**src/rtl/mux_arb_pkg.sv**
```systemverilog
// mux_arb_pkg: shared sizes, FSM state type and one-hot helper for the round-robin mux arbiter.
package mux_arb_pkg;
    localparam int N_REQ = 4;
    localparam int SEL_W = 2;
    typedef enum logic {IDLE, GRANT} state_t;
    function automatic logic [N_REQ-1:0] onehot2(input logic [SEL_W-1:0] idx);
        return N_REQ'(1) << idx;
    endfunction
endpackage

```
**src/rtl/rr_pick_4.sv**
```systemverilog
// rr_pick_4: combinational rotating-priority picker, scanning ptr+1, ptr+2, ptr+3, ptr.
module rr_pick_4
    import mux_arb_pkg::*;
(
    input  logic [N_REQ-1:0] req,
    input  logic [SEL_W-1:0] ptr,
    input  logic [N_REQ-1:0] mask,
    output logic             any,
    output logic [SEL_W-1:0] idx
);
    logic [N_REQ-1:0] w_req;
    assign w_req = req & ~mask;
    assign any = |w_req;
    // Walk from lowest to highest priority so the nearest requester after ptr wins.
    always_comb begin
        idx = ptr;
        for (int k = N_REQ; k >= 1; k--) begin
            logic [SEL_W-1:0] c;
            c = ptr + SEL_W'(k);
            if (w_req[c]) idx = c;
        end
    end
endmodule

```
**src/rtl/mux_rr_arbiter_4.sv**
```systemverilog
// mux_rr_arbiter_4: round-robin owner of a shared DW-wide 4:1 select path.
// Define MUX_ARB_TIMEOUT_EN to preempt an owner after MAX_HOLD contended cycles.
module mux_rr_arbiter_4
    import mux_arb_pkg::*;
#(
    parameter int DW       = 8,
    parameter int MAX_HOLD = 4
)(
    input  logic                CLK,
    input  logic                RST,
    input  logic [N_REQ-1:0]    REQ,
    input  logic [N_REQ*DW-1:0] I,
    output logic [N_REQ-1:0]    GNT,
    output logic [SEL_W-1:0]    SEL,
    output logic [DW-1:0]       OUT,
    output logic                OUT_VALID,
    output logic                BUSY
);
    state_t           r_state, w_state_nx;
    logic [N_REQ-1:0] r_gnt, w_gnt_nx, w_mask;
    logic [SEL_W-1:0] r_sel, w_sel_nx, r_ptr, w_ptr_nx, w_idx;
    logic             r_busy, w_any, w_own, w_tmo, w_keep;

    if (MAX_HOLD < 1 || MAX_HOLD > 255) begin : g_hold_chk
        $error("MAX_HOLD must be in 1..255");
    end

    assign w_own = (r_state == GRANT) && REQ[r_sel];
`ifdef MUX_ARB_TIMEOUT_EN
    logic [7:0] r_hcnt, w_hcnt_nx;
    assign w_tmo = w_own && (r_hcnt >= 8'(MAX_HOLD - 1)) && |(REQ & ~onehot2(r_sel));
    assign w_hcnt_nx = !w_keep ? 8'd0 : (r_hcnt == 8'hFF) ? r_hcnt : r_hcnt + 8'd1;
`else
    assign w_tmo = 1'b0;
`endif
    // A preempted owner still requests, so it is masked out of the rotation pick.
    assign w_mask = w_tmo ? onehot2(r_sel) : '0;
    assign w_keep = w_own && !w_tmo;

    rr_pick_4 u_pick (
        .req  (REQ),
        .ptr  (r_ptr),
        .mask (w_mask),
        .any  (w_any),
        .idx  (w_idx)
    );

    always_ff @(posedge CLK) begin
        if (RST) begin
            r_state <= IDLE;
            r_gnt   <= '0;
            r_sel   <= '0;
            r_ptr   <= SEL_W'(N_REQ - 1);
            r_busy  <= 1'b0;
`ifdef MUX_ARB_TIMEOUT_EN
            r_hcnt  <= 8'd0;
`endif
        end else begin
            r_state <= w_state_nx;
            r_gnt   <= w_gnt_nx;
            r_sel   <= w_sel_nx;
            r_ptr   <= w_ptr_nx;
            r_busy  <= (w_state_nx == GRANT);
`ifdef MUX_ARB_TIMEOUT_EN
            r_hcnt  <= w_hcnt_nx;
`endif
        end
    end

    always_comb begin
        w_state_nx = (w_keep || w_any) ? GRANT : IDLE;
        w_gnt_nx   = w_keep ? r_gnt : w_any ? onehot2(w_idx) : '0;
        w_sel_nx   = (w_keep || !w_any) ? r_sel : w_idx;
        w_ptr_nx   = (w_keep || !w_any) ? r_ptr : w_idx;
    end

    always_comb begin
        GNT       = r_gnt;
        SEL       = r_sel;
        BUSY      = r_busy;
        OUT_VALID = |r_gnt;
        OUT       = OUT_VALID ? I[r_sel*DW +: DW] : '0;
    end
endmodule

```
**config.mk**
```make
export PLATFORM = sky130hd
export DESIGN_NAME = mux_rr_arbiter_4
export DESIGN_NICKNAME = d
export VERILOG_FILES = /design/src/rtl/mux_arb_pkg.sv /design/src/rtl/rr_pick_4.sv /design/src/rtl/mux_rr_arbiter_4.sv
export SDC_FILE = /design/constraint.sdc
export NUM_CORES = 1
export LEC_CHECK = 0
export CORE_ASPECT_RATIO = 0.7
export CORE_MARGIN = 1
export CORE_UTILIZATION = 33
export CTS_CLUSTER_DIAMETER = 200
export DETAILED_ROUTE_END_ITERATION = 10
export GPL_TIMING_DRIVEN = 0
export PLACE_DENSITY = 0.83
export SLEW_MARGIN = 20
export SYNTH_ARGS = -nofsm -noshare
export SYNTH_HDL_FRONTEND = slang
export SYNTH_SLANG_ARGS = --single-unit
```
**constraint.sdc**
```tcl
create_clock -name CLK -period 1.99 [get_ports CLK]
set_input_delay 0.4975 -clock CLK [delete_from_list [all_inputs] [get_ports CLK]]
set_output_delay 0.4975 -clock CLK [all_outputs]
set_load 0.01 [all_outputs]
```
======== Word-level counts from Yosys, hierarchy flattened ========
Cells that the tools add are included.
storage, ports and cells
  bits in registers ....................... 9
  latch bits .............................. 0
  RAM bits ................................ 0
  memory bits (read-only) ................. 0
  input bits .............................. 38
  output and inout bits ................... 16
  word-level logic and storage cells ...... 33
  memories ................................ 0
cells by class
  add/sub/neg operators ................... 3
  multipliers ............................. 0
  div/mod/pow operators ................... 0
  order comparisons ....................... 4
  equal/unequal tests ..................... 0
  shifts and indexed selects .............. 2
  muxes and demuxes ....................... 14
  bitwise logic cells ..................... 0
  reductions and logical operators ........ 6
operator list
  operator                                                                       count
  32-bit by 6-bit indexed part select with 8-bit output                          1
  2-bit by 3-bit less-than comparator with 1-bit output (second input constant)  4
  1-bit binary-select mux with 2-bit select                                      4
  8-bit two-way mux                                                              1
  4-bit OR reduction                                                             2
  2-bit two-way mux                                                              3
  1-bit two-way mux                                                              5
  2-bit adder (second input constant)                                            2
  4-bit two-way mux                                                              1
  1-bit by 2-bit left shift with 4-bit output (first input constant)             1
  2-bit by 1-bit adder with 2-bit output (second input constant)                 1
  1-bit logical OR                                                               2
  1-bit logical AND                                                              1
  1-bit zero test                                                                1

======== Longest topological paths before layout ========
Gate-level depths: netlist (run 1).
  word-level depth ........................ 8
  gate-level depth with buffers ........... 5
  depth with buffers taken out ............ 4

======== Hierarchy ========
Synthesis (run 1) repeated with hierarchy kept, for this count alone.
unflattened totals
  cells, all modules ...................... 85
  area total of the unflattened synthesis .. 818.3 um^2
modules (own cells, without submodules)
  module            times used  cells an instance  area each (um^2)  sequential area each (um^2)
  mux_rr_arbiter_4  1           68                 700.7             180.2
  rr_pick_4         1           17                 117.6             0.0

======== Worst setup path before layout (run 1) ========
OpenSTA, ideal clock, no wires.
  path kind ............................... reg-to-output
  from .................................... register r_gnt[3] (netlist: GNT[3])
  to ...................................... output OUT[3]
  arrival ................................. 1,350 ps
  data required time ...................... 1,492 ps
  setup slack ............................. 143 ps
  cell stages (with the launch flop) ...... 3
  path buffers ............................ 0
  cell sequence ........................... dfxtp_1 nor4_1 and2b_1
on the way
  cells in the longest elaborated chain, start to end .. 2
RTL lines
  what                      line                    source
  start: declaration        mux_rr_arbiter_4.sv:20  logic [N_REQ-1:0] r_gnt, w_gnt_nx, w_mask;
  start signal: assignment  mux_rr_arbiter_4.sv:60  r_gnt <= w_gnt_nx;
  4-bit OR reduction        mux_rr_arbiter_4.sv:81  OUT_VALID = |r_gnt;
  8-bit two-way mux         mux_rr_arbiter_4.sv:82  OUT = OUT_VALID ? I[r_sel*DW +: DW] : '0;
  end: declaration          mux_rr_arbiter_4.sv:15  output logic [DW-1:0] OUT,
Every way passes these cells.

======== Worst setup path after layout (run 1) ========
  from .................................... register r_sel[0] (netlist: SEL[0])
  to ...................................... output OUT[7]
on the way
  cells in the longest elaborated chain, start to end .. 2
RTL lines
  what                                                   line                    source
  start: declaration                                     mux_rr_arbiter_4.sv:21  logic [SEL_W-1:0] r_sel, w_sel_nx, r_ptr, w_ptr_nx, w_idx;
  start signal: assignment                               mux_rr_arbiter_4.sv:61  r_sel <= w_sel_nx;
  32-bit by 6-bit indexed part select with 8-bit output  mux_rr_arbiter_4.sv:82
  8-bit two-way mux                                      mux_rr_arbiter_4.sv:82
Every way passes these cells.

==> results of run 1 <==
[where the power goes]
group	switching, W	total (W)	internal, W
Sequential	0.0000327	0.000242	0.000209
Clock	0.0000686	0.000143	0.0000740
Combinational	0.000218	0.000519	0.000301
[layout by cell type (no fill, tap or decap), drive strengths merged]
cell type       n
nor2b           7
a21oi           6
mux2i           2
nor3b           1
clkinv          1
o22a            1
nor2            3
clkdlybuf4s50  12
o221ai          1
mux4            8
nor4            2
o21ai           2
dlygate4sd2    33
or4             1
dfxtp           9
clkbuf          3
o21a            1
or3             1
o2111ai         1
a21o            1
o21bai          1
a32o            4
nor3            3
nand2           3
and2b           4
nand2b          3
inv             2
buf            15
[kinds of logic (layout without fill, tap and decap cells)]
group / count (synthesis) / in the layout
flip-flops: 9 / 9
buffers and inverters: 4 / 66
AND/OR/NAND/NOR: 28 / 28
multiplexers: 10 / 10
AO/OA/AOI/OAI: 18 / 18
[flip-flops by register name, summed over array words and instances, names as in the netlist]
signal / flops
GNT: 4
SEL: 2
r_ptr: 2
BUSY: 1
[layout make-up]
| cell class | count | area share |
|---|---|---|
| flip-flops and latches | 9 | 0.143 |
| clock buffers | 3 | 0.0174 |
| plain buffers | 2 | 0.0203 |
| repair buffers | 58 | 0.378 |
| well taps | 22 | 0.0212 |
| inverters | 2 | 0.00579 |
| clock inverters | 1 | 0.00386 |
| multi-input cells | 56 | 0.410 |
[routing by layer]
layer / wire [um] / up-vias / GRT usage
li1: - / 402 / -
met1: 951 / 374 / 0.245
met2: 1100 / 33 / 0.353
met3: 221 / 0 / 0.0789
met4: 0 / 0 / 0
met5: 0 / - / 0
[how the worst min path moves through the flow]
stage,to,slack [ns],depth (start not counted),startpoint
finish,GNT[3],0.53,1,GNT[3]
global route,GNT[3],0.57,1,GNT[3]
CTS,r_ptr[0],0.56,2,r_ptr[0]
detailed placement,GNT[0],0.52,1,GNT[0]
global placement,GNT[2],0.48,1,GNT[2]
floorplan,r_ptr[0],0.49,2,r_ptr[0]
[timing repair]
action	in CTS	in global routing
endpoints found under the setup margin	9	8
setup buffers	3	1
cloned	1	0
resized for setup	69	4
pin swaps	1	1
[stage by stage]
step	setup TNS (ns)	utilization	area, um2	hold slack (ns)	std cells
3_3_place_gp	-6.10	0.656	1280	0.482	144
6_report	-0.168	0.664	1300	0.529	153
4_1_cts	-0.393	0.654	1280	0.560	152
2_1_floorplan	0	-	723	0.493	69
3_5_place_dp	-5.27	0.660	1290	0.519	144
5_1_grt	-0.605	0.664	1300	0.565	153
==> out/metrics.cfg, run 1 <==
[outcome]
status=finished, violations left
violations=design-rule violations, negative setup slack

[setup_path]
path_max_fanout=5
cp_slowest_cell=mux4_2
r2r-end=r_ptr[0]
ff2ff_path_depth=5
cpPeakStageDelay_ns=0.49
critPathKind=reg -> out
cp-endpoint=OUT[7]
r2r-start=SEL[1]
crit_start=SEL[0]
start_kind=flop
crit_cells=4
worst-path-buf-inv=2
path_cells=buf_8 -> mux4_2 -> and2b_1 -> buf_2
rrSetupSlack_ns=0.31
cp_top_family=multiplexers
cp_data_required_time_ns=1.49
critPathCaptureType=output pin
arrival_ns=1.53

[die]
die_area_um2=2390
initial_utilization=0.371
die_h_um=41.2
row_count=13
die_w_um=58.0
num_io_pins=54
core_um2=1950

[power_and_ir_drop]
power_density_nw_per_um2=697
p_total_w=0.000903
vdd_drop_max_uv=421
power_leakage_nw=0.572

[cts]
insertion_delay_ns=0.26
cts.path.max_buffers=2
cts-hold-fix-buffers=0
cts_tree=built
cts_buffers=3
cts-root-buf=clkbuf_4
h-tree-depth=1
clk_transition_reported_paths_ns=0.07
clock_sink_count=9

[detailed_routing]
num_vias=809
wirelength_mm=2.27
final_antenna_net_count=0
drt_first_pass_iters=7
drc=5
avgRoutedWirePerCell_um=14.9
drt-initial-drc-count=21
via_per_inst=5.29

[synthesis]
synthSimpleGateAreaFrac=0.251
synth_top_family_by_area=multiplexers
synthMuxAreaShare=0.277
ys.flop_type=dfxtp_1
synthAdderAreaFrac=0
synth_top_area_frac=0.249
synthTopCellsByArea=dfxtp_1 (25%), mux4_2 (25%), nor2b_1 (6.1%)
synth_compound_area_frac=0.187
async_flop_share=0
synth.most_common_cell=dfxtp_1
syn-num-nets=107
synthDistinctLibCells=27
avgSynthCellArea_um2=10.5
yosys_warnings=0
synthXorXnorAreaFrac=0
yosysTopAreaCell=dfxtp_1
synth-seq-cells=9
synth_area_um2=723
synthTopCellsByCount=dfxtp_1 (9), mux4_2 (8), nor2b_1 (7), a21oi_1 (6)
synth_edf_count=0
ys_seq_area_frac=0.249
synthCells=69

[final_layout]
num_antenna_cells=0
register_area_um2=185
nets=170
nFillCells=168
drive_gt1_frac=0.260
area_growth_pct=79.2
multiInputGateArea_um2=532

[timing]
fmax_ghz=0.493
slew_headroom=0.754
final-hold-violation-count=0
fin_crit_ns=2.03
setup_slack_ns=-0.0404
clock_skew_ns=0.0139
finalCritPeriodShare=1.02
slew_violations=0
tightest_slew_ns=0.365
rsz0062_at_grt=yes
setup_viol=5

[placement]
gp_congestion=0.883
hpwl_mm=1.84
post-place-ws_ns=-0.539
portBuffers=53

[min_path]
min_path_type=reg -> reg

[run]
max_cap_viol_count=0

[global_routing]
grt_antenna_before_repair=0
gr-total-overflow=0
grt_pass1_vias=739
grt_use_total=0.198
grt_start_max_net_pins=11
grt_pass1_wl_mm=3.44

Power figures use the tool's default switching activity.
==> run 2: changes to the inputs <==
- CTS_CLUSTER_DIAMETER: 200 -> 40
==> results of run 2 <==
Final layout, timing and power as in run 1 (identical DEF).
